`src/rtl/timer_sched_pkg.sv`:
```
// timer_sched_pkg: shared types and defaults for the timer scheduler.
package timer_sched_pkg;
  localparam int DEF_CNT_W = 10;
  typedef enum logic {IDLE, RUN} sched_state_t;
  typedef logic [DEF_CNT_W-1:0] tmr_cnt_t;
endpackage

```
`src/rtl/timer_core.sv`:
```
// timer_core: loadable down-counter that holds at zero and flags terminal count.
module timer_core
  import timer_sched_pkg::*;
#(
  parameter int CNT_W = DEF_CNT_W
) (
  input  logic             clk,
  input  logic             reset,
  input  logic             load,
  input  logic [CNT_W-1:0] data,
  output logic             tc
);
  logic [CNT_W-1:0] cnt_q, cnt_d;
  always_comb cnt_d = load ? data : (cnt_q != '0 ? cnt_q - 1'b1 : cnt_q);
  always_ff @(posedge clk) begin
    if (reset) cnt_q <= '0;
    else cnt_q <= cnt_d;
  end
  assign tc = cnt_q == '0;
endmodule

```
`src/rtl/timer_scheduler.sv`:
```
// timer_scheduler: round-robin sharing of one interval timer among NUM_REQ requesters.
module timer_scheduler
  import timer_sched_pkg::*;
#(
  parameter int NUM_REQ = 4,
  parameter int CNT_W = DEF_CNT_W,
  localparam int OW = $clog2(NUM_REQ)
) (
  input  logic                     clk,
  input  logic                     reset,
  input  logic [NUM_REQ-1:0]       req,
  input  logic [NUM_REQ*CNT_W-1:0] req_count,
  input  logic [NUM_REQ-1:0]       abort,
  output logic [NUM_REQ-1:0]       gnt,
  output logic [NUM_REQ-1:0]       done,
  output logic                     busy,
  output logic [OW-1:0]            owner
);
  sched_state_t state_q, state_d;
  logic [OW-1:0] owner_q, owner_d, rr_q, rr_d, pick;
  logic tc, tc_run, abort_own, expire, grant, load;
  logic [CNT_W-1:0] load_val;
  function automatic logic [OW-1:0] rr_pick(input logic [NUM_REQ-1:0] r, input logic [OW-1:0] p);
    int j;
    rr_pick = p;
    for (int k = NUM_REQ - 1; k >= 0; k--) begin
      j = (int'(p) + k) % NUM_REQ;
      if (r[j]) rr_pick = OW'(j);
    end
  endfunction
  timer_core #(.CNT_W(CNT_W)) u_core (
    .clk(clk), .reset(reset), .load(load), .data(load_val), .tc(tc)
  );
  always_comb begin
    pick      = rr_pick(req, rr_q);
    tc_run    = state_q == RUN && tc;
    abort_own = state_q == RUN && abort[owner_q];
    expire    = !reset && tc_run && !abort_own;
    grant     = !reset && |req && (state_q == IDLE || expire);
    load      = grant || abort_own;
    load_val  = grant ? req_count[pick*CNT_W +: CNT_W] : '0;
    gnt       = grant ? NUM_REQ'(1) << pick : '0;
    done      = expire ? NUM_REQ'(1) << owner_q : '0;
    owner_d   = grant ? pick : owner_q;
    rr_d      = grant ? OW'((int'(pick) + 1) % NUM_REQ) : rr_q;
    state_d   = abort_own ? IDLE : grant ? RUN : tc_run ? IDLE : state_q;
  end
  always_ff @(posedge clk) begin
    if (reset) begin
      state_q <= IDLE;
      owner_q <= '0;
      rr_q    <= '0;
    end else begin
      state_q <= state_d;
      owner_q <= owner_d;
      rr_q    <= rr_d;
    end
  end
  assign busy  = state_q == RUN;
  assign owner = owner_q;
endmodule

```
`config.mk`:
```
export PLATFORM = sky130hd
export DESIGN_NAME = timer_scheduler
export DESIGN_NICKNAME = d
export VERILOG_FILES = /design/src/rtl/timer_sched_pkg.sv /design/src/rtl/timer_core.sv /design/src/rtl/timer_scheduler.sv
export SDC_FILE = /design/constraint.sdc
export NUM_CORES = 1
export LEC_CHECK = 0
export BUFFER_PORTS_ARGS = -buffer_cell sky130_fd_sc_hd__buf_2
export CAP_MARGIN = 25
export CORE_MARGIN = 4
export CORE_UTILIZATION = 30
export CTS_CLUSTER_SIZE = 25
export DETAILED_ROUTE_END_ITERATION = 10
export HOLD_SLACK_MARGIN = 0.02
export PLACE_DENSITY_LB_ADDON = 0.25
export SETUP_SLACK_MARGIN = 0.15
export SLEW_MARGIN = 20
export SYNTH_ARGS = -nofsm -noshare
export SYNTH_HDL_FRONTEND = slang
export SYNTH_SLANG_ARGS = --single-unit
```
`constraint.sdc`:
```
create_clock -name clk -period 6.7 [get_ports clk]
set_input_delay 1.005 -clock clk [delete_from_list [all_inputs] [get_ports clk]]
set_output_delay 1.005 -clock clk [all_outputs]
set_load 0.05 [all_outputs]
```
==> metrics, run 1 <==
status finished, final reports clean; Initial Util 0.318; number of fill cells 436; worst hold path startpoint rr_q[1]; most frequent cells in the layout buf_2, dfxtp_1, mux4_2, nor2_1, a21o_1; YS warnings 0; Net Sw Power 0.269 mW; R2R cell count 7; Reg-to-Reg Start u_core.cnt_q[0]; post-synthesis sequential area ratio 0.231; Distinct cells, synth 42; largest family of logic cells by synthesized area compound AO/OA/AOI/OAI gates; commonest non-fill, non-tap cell in the layout buf_2; count of TritonRoute iterations in the first routing pass 4; flop-to-flop setup slack 3950 ps; xor/xnor cell area share of the yosys netlist 0.0405; placer congestion estimate 0.726; endpoints failing hold 0; top_reg_cell synth dfxtp_1; register bit total from synthesis 15; DP Worst Slack 2430 ps; Synth Cell Area 0.00130 mm²; asr flop ratio synth 0; net count after synthesis 191; Final Max Tran Viols 0; Die Span Y 73.8 µm; Power Internal 0.343 mW; Final Cycle Share 0.637; Core Box Area 0.00409 mm²; worst endpoint data arrival time 3270 ps; post-route setup slack 2430 ps; clock share of power 0.123; cts-stage hold buffer count 0; Worst Setup Path Type input pin to output pin; post-synthesis compound-gate area fraction 0.211; cts repair resizes 0; share of synthesized cell area in and, or, nand and nor gates 0.208; clk slew on worst S/H paths 60 ps; sequential power share 0.277; Startpoint Class input pin; Sum Neg Setup Slack 0 ps; Setup crit end kind output pin; CTS buffer count 3; clk_lat worst skew 250 ps; DRC 0; Min Clock Period, post-route 4270 ps; vias per inst 5.11; post-synthesis instance total 135; Die X 73.8 µm; Mean Syn Cell Area 9.62 µm²; final net count 252; final core occ 0.413; vias in the first global route 1,264; largest net degree at the start of global routing 21; DR iter-0 viols 58; sw frac 0.440; Max IR drop VDD 0.000151 V; Synth Area in Adders 0.0578; Comb pwr share 0.600; Min-Delay Path Class flop to flop; worst-path fanout max 20; WP data required 5690 ps; grt total ovfl 0; Post-synth EDFFs 0; FMAX 234 MHz; I/O pin count 61; worst slew pin tran 880 ps; Hold Crit Depth 2; clock sinks 15; Layout area overhead 30.0%; mux contribution to synthesized area 0.198; hold path endpoint rr_q[1]; Lkg Pwr 0.861 nW; Port Buf Inserts 60; first-pass GRT wire length 5740 µm; power density cells 363 mW/mm²; initial antenna violation count 0; Site Rows 23; clk_skew 2.25 ps; via count 1,253; post-route ant nets 0; CTS tree built; depth of the CTS H-tree 1; die area 0.00545 mm²; Max-Cap Viols 0; DP Wirelength 2710 µm; Worst slew margin 0.413; reg-to-reg critical path endpoint rr_q[0]; clk buf depth 2; Ant. Diodes 0; Routed WL 3400 µm; CTS Root Buffer Type clkbuf_8; RSZ-0062 raised after global routing no; GRT Total Usage 0.135; detailed-route wire length per cell 13.9 µm; share of post-route cells with drive strength above 1 0.426; post-CTS setup buffer count 0; count of final setup violators 0
==> cell families after synthesis <==
group,after synthesis
simple gates,47
compound gates,37
flops,15
buf+inv,12
mux,12
xor+xnor,6
fa+ha+maj,6
==> power groups by stage <==
stage	Sequential, mW	Combinational (mW)	Clock (mW)
2_1_floorplan	0.173	0.292	0
3_5_place_dp	0.170	0.367	0
5_1_grt	0.176	0.411	0.0806
6_report	0.170	0.367	0.0755
4_1_cts	0.168	0.371	0.0760
3_3_place_gp	0.172	0.370	0
==> state kept, by name, indices dropped and copies added, names as in the netlist <==
name / count
u_core.cnt_q: 10
owner: 2
rr_q: 2
busy: 1
==> critical path, stage by stage <==
cell and delay, ps:
buf_2 100, mux4_2 520, or4_4 450, a21oi_2 690
and2_1 230, buf_2 260
==> metrics by stage <==
stage,hold slack (ps),power (mW),instance area (µm²),instances
final,557,0.612,1690,245
after global routing,608,0.668,1690,245
after CTS,556,0.616,1690,245
after detailed placement,547,0.537,1640,241
after global placement,545,0.542,1640,241
after floorplan,500,0.466,1300,135
==> worst max-delay path by stage <==
stage,cells past startpoint,endpoint,start,slack [ps]
after global routing,6,gnt[3],abort[3],2280
after global placement,6,gnt[0],abort[3],2470
after floorplan,4,done[2],abort[3],2790
after CTS,6,gnt[3],abort[3],2410
after detailed placement,6,gnt[3],abort[3],2430
final,6,gnt[3],abort[3],2430
==> synthesized netlist by cell type, types with 2 or more instances <==
cell / instances / area, µm²
nor2b_1: 3 / 18.8
nand2b_1: 2 / 12.5
or4_4: 2 / 22.5
dfxtp_1: 15 / 300
o21ai_0: 2 / 10.0
nor3b_1: 2 / 15.0
a31oi_1: 3 / 18.8
ha_1: 6 / 75.1
a21oi_1: 5 / 25.0
buf_6: 3 / 33.8
o211a_1: 3 / 30.0
and2_1: 5 / 31.3
inv_1: 6 / 22.5
xor2_1: 4 / 35.0
xnor2_1: 2 / 17.5
and3_1: 7 / 43.8
a21o_1: 8 / 60.1
mux4_2: 11 / 248
nand3_1: 2 / 10.0
a221oi_1: 2 / 17.5
nor3_1: 4 / 20.0
clkbuf_1: 2 / 7.51
nand2_1: 5 / 18.8
o31ai_1: 5 / 37.5
nor2_1: 9 / 33.8
==> metal layers <==
layer,wire [µm],track usage
met1,1640,0.195
met2,1550,0.197
met3,145,0.0233
met4,68,0.0543
met5,0,0
==> final cells by class <==
cell class	count	area, µm²	area share
clock buffers	3	41.3	0.0245
clock inverters	1	5.00	0.00297
inverters	6	22.5	0.0133
multi-input cells	108	941	0.557
flip-flops and latches	15	300	0.178
well taps	50	62.6	0.0371
repair buffers	62	315	0.187
(Power assumes the default switching activity.)
==> run 2: changes to the inputs <==
Settings changed: ABC_AREA from default to 1.
Clock period 6.7 ns to 4 ns, I/O delays scaled along.
==> metrics, run 2 <==
status finished, final reports clean; post-route insts no fill 377; max FFs per register 10; share of post-route cells with drive strength above 1 0.265; Port Buf Inserts 60; placer congestion estimate 0.882; Synth Cell Area 0.00155 mm²; clk buf depth 2; number of fill cells 558; Comb pwr share 0.715; Max-Cap Viols 0; cts repair resizes 0; CTS buffer count 3; grt total ovfl 0; post-CTS setup buffer count 0; Sum Neg Setup Slack 0 ps; cts-stage hold buffer count 0; count of TritonRoute iterations in the first routing pass 5; DR iter-0 viols 113; Routed WL 4170 µm; vias per inst 4.82; Startpoint Class flop; DP Wirelength 3400 µm; Die Span Y 79.9 µm; CTS Root Buffer Type clkbuf_8; clk slew on worst S/H paths 60 ps; sw frac 0.539; Lkg Pwr 0.987 nW; most frequent cells in the layout nand3_1, nand2_1, buf_2, inv_1, a21oi_1; Overall Power 1.33 mW; GRT Total Usage 0.127; Max IR drop VDD 0.000243 V; Site Rows 25; largest net degree at the start of global routing 25; Cells after DPL 373; Distinct cells, synth 32; Min Clock Period, post-route 3280 ps; Worst slew margin 0.705; top_reg_cell synth dfxtp_1; DRC 0; net count after synthesis 310; clk_lat worst skew 250 ps; top-count cell post-synth nand3_1; endpoints failing hold 0; detailed-route wire length per cell 11.1 µm; post-synthesis instance total 254; post-synthesis sequential area ratio 0.193; Largest Register u_core.cnt_q; Die X 79.9 µm; count of final setup violators 0; post-route ant nets 0; worst-path fanout max 24; worst endpoint data arrival time 2680 ps; Net Sw Power 0.718 mW; Post-synth EDFFs 0; FMAX 305 MHz; register bit total from synthesis 15; commonest cells in the netlist nand3_1, nand2_1, inv_1; Power Internal 0.614 mW; largest area contributor in the netlist nand3_1; commonest non-fill, non-tap cell in the layout nand3_1; YS warnings 0; vias in the first global route 1,580; WP data required 3400 ps; Setup crit end kind output pin; final net count 367; top cells by area, synth nand3_1, dfxtp_1, nand2_1; Worst Setup Path Type flop to output pin; via count 1,818; sequential power share 0.192; worst slew pin tran 442 ps; depth of the CTS H-tree 1; CTS tree built; Min-Delay Path Class flop to flop; Mean Syn Cell Area 6.11 µm²; RSZ-0062 raised after global routing no; top cell type's share of synthesized area 0.216; Final Cycle Share 0.820; clock share of power 0.093; I/O pin count 61; Final Max Tran Viols 0; first-pass GRT wire length 6710 µm; asr flop ratio synth 0; Core Box Area 0.00488 mm²; clock sinks 15; Ant. Diodes 0; Layout area overhead 23.5%; Initial Util 0.318; initial antenna violation count 0; clk_skew 1.49 ps; die area 0.00639 mm²; power density cells 694 mW/mm²
## run 2: layer usage
layer,vias to the layer above,wire length [µm],GRT usage
met2,62,1790,0.209
met4,0,59,0.0405
met3,6,264,0.0192
li1,962,-,-
met5,-,0,0
met1,788,2060,0.170
## run 2: path summary, 6_finish.rpt
path | slack [ps] | to | start | cells past startpoint
hold reg to reg | 550 | u_core.cnt_q[0] | u_core.cnt_q[0] | 2
hold / removal | 550 | u_core.cnt_q[0] | u_core.cnt_q[0] | 2
setup / recovery | 720 | gnt[0] | rr_q[0] | 15
setup reg to reg | 1600 | rr_q[1] | rr_q[0] | 13
## run 2: metrics by stage
stage	util	hold WS (ps)	setup slack [ps]	area, µm²
after CTS	0.393	553	712	1920
after floorplan	-	501	937	1550
after global routing	0.393	571	437	1920
after global placement	0.384	536	977	1870
after detailed placement	0.384	541	911	1870
final	0.393	549	719	1920
## run 2: area by class of cell
type	instances	area [µm²]	area share
Timing Repair Buffer	64	330	0.172
Clock buffer	4	45.0	0.0235
Sequential cell	15	300	0.157
Inverter	26	101	0.0528
Tap cell	67	83.8	0.0437
Multi-Input combinational cell	201	1060	0.551
## run 2: power groups by stage
stage                     registers [mW]  logic, mW  clock network, mW
after floorplan                    0.268      0.793                  0
after global placement             0.258      0.954                  0
after detailed placement           0.258      0.950                  0
after CTS                          0.255      0.957              0.126
after global routing               0.263       1.08              0.131
final                              0.256      0.952              0.124
## run 2: cells by family (layout without fill, tap and decap cells)
logic type	after synthesis	count (layout)	share of synthesized area
AOI/OAI and AO/OA	32	32	0.116
xor gates and xnor gates	5	5	0.0282
adders and majority gates	6	6	0.0483
buffers and inverters	38	94	0.126
DFF	15	15	0.193
and+or+nand+nor	158	158	0.488
## run 2: critical path, stage by stage (launching register included)
cell     delay [ps]
dfxtp_1         560
inv_4            90
nand2_1          70
nand2_1          70
nand2_1          90
nand2_1          70
inv_2            50
nand2_1          60
nand3_1          60
buf_4           230
nand2_2         300
inv_1           170
ha_1            150
inv_1            40
nor2_1          110
buf_2           280
==> run 3: changes to the inputs <==
Clock period 4 ns to 3.2 ns, I/O delays scaled along.
==> metrics, run 3 (synthesized netlist as in run 2, its figures left out) <==
Worst Setup Path Type flop to output pin; RSZ-0062 raised after global routing no; sequential power share 0.190; Min-Delay Path Class input pin to flop; worst slew pin tran 420 ps; area of the multi-input gates 0.00106 mm²; max FFs per register 10; DP Wirelength 3480 µm; critical path's slowest cell dfxtp_1; first-pass GRT wire length 7120 µm; crit path buf inv count 4; CTS tree built; Max IR drop VDD 0.000323 V; CP peak stage delay 450 ps; hold path endpoint rr_q[0]; clock sinks 15; post-CTS setup buffer count 0; post-route insts no fill 378; Initial Util 0.318; FMAX 368 MHz; commonest non-fill, non-tap cell in the layout nand3_1; Routed WL 4240 µm; sw frac 0.538; Core Box Area 0.00488 mm²; CP dominant cell by count nand2_1; cts repair resizes 0; die area 0.00639 mm²; share of post-route cells with drive strength above 1 0.270; detailed-route wire length per cell 11.2 µm; vias per inst 4.78; CTS Root Buffer Type clkbuf_8; clk slew on worst S/H paths 60 ps; design area 0.00193 mm²; grt total ovfl 0; worst hold slack 445 ps; DRC 0; Reg-to-Reg Start rr_q[0]; final net count 368; Reg area 302 µm²; vias in the first global route 1,665; CTS buffer count 3; post-route ant nets 0; WP data required 2720 ps; largest net degree at the start of global routing 25; Max-Cap Viols 0; via count 1,805; clk_lat worst skew 250 ps; power density cells 876 mW/mm²; endpoints failing hold 0; Ant. Diodes 0; Sum Neg Setup Slack 0 ps; status finished, final reports clean; reg-to-reg critical path endpoint rr_q[1]; clock share of power 0.091; Hold Crit Depth 2; count of final setup violators 0; number of fill cells 568; Setup crit end kind output pin; clk buf depth 2; DR iter-0 viols 112; clk_skew 0.765 ps; Die Span Y 79.9 µm; GRT Total Usage 0.137; worst-path fanout max 12; Cells after DPL 374; post-route setup slack 486 ps; R2R cell count 11; Startpoint Class flop; Layout area overhead 24.1%; Net Sw Power 0.908 mW; initial antenna violation count 0; worst hold path startpoint reset; most frequent cells in the layout nand3_1, nand2_1, buf_2, inv_1, a21oi_1; I/O pin count 61; Site Rows 25; start point of the critical path rr_q[1]; Min Clock Period, post-route 2710 ps; Final Max Tran Viols 0; flop-to-flop setup slack 1200 ps; Largest Register u_core.cnt_q; cts-stage hold buffer count 0; crit-path cells inv_2 -> nand2_1 -> nand2_1 -> nand2_1 -> nand2_1 -> inv_2 -> nand2_1 -> nand2_1 -> nand2_1 -> nand2_1 -> ha_1 -> inv_1 -> nor2_1 -> buf_2; DP Worst Slack 621 ps; count of TritonRoute iterations in the first routing pass 4; Power Internal 0.780 mW; Final Cycle Share 0.848; CP top delay family simple AND/OR/NAND/NOR gates; worst endpoint data arrival time 2230 ps; placer congestion estimate 0.894; Lkg Pwr 0.992 nW; Worst slew margin 0.719; Die X 79.9 µm; Comb pwr share 0.719; dpl cell area 0.00188 mm²; depth of the CTS H-tree 1; Port Buf Inserts 60
[run 3: through the flow]
step,power (mW),util
6_report,1.69,0.395
5_1_grt,1.89,0.395
4_1_cts,1.70,0.395
3_5_place_dp,1.54,0.385
3_3_place_gp,1.53,0.385
2_1_floorplan,1.33,-
[run 3: area by class of cell]
cell class | count | area share
clock buffers | 4 | 0.0234
inverters | 26 | 0.0526
multi-input cells | 201 | 0.549
flip-flops and latches | 15 | 0.156
well taps | 67 | 0.0435
repair buffers | 65 | 0.175
[run 3: worst max-delay path by stage]
| stage | end | slack, ps | depth (start not counted) |
|---|---|---|---|
| 2_1_floorplan | done[0] | 260 | 6 |
| 3_3_place_gp | gnt[0] | 690 | 14 |
| 3_5_place_dp | gnt[1] | 620 | 14 |
| 4_1_cts | gnt[1] | 370 | 14 |
| 5_1_grt | gnt[2] | 240 | 12 |
| 6_report | gnt[1] | 490 | 14 |
[run 3: routing by layer]
metal,vias to the layer above,global-route usage,wire (µm)
li1,963,-,-
met1,794,0.195,2170
met2,44,0.207,1770
met3,4,0.0181,229
met4,0,0.0557,70
met5,-,0,0
[run 3: power by group through the flow]
stage          logic [mW]  registers, mW  clock network [mW]
6_report             1.21          0.321               0.154
3_3_place_gp         1.21          0.321                   0
3_5_place_dp         1.21          0.324                   0
4_1_cts              1.22          0.320               0.159
5_1_grt              1.39          0.332               0.166
2_1_floorplan       0.991          0.335                   0
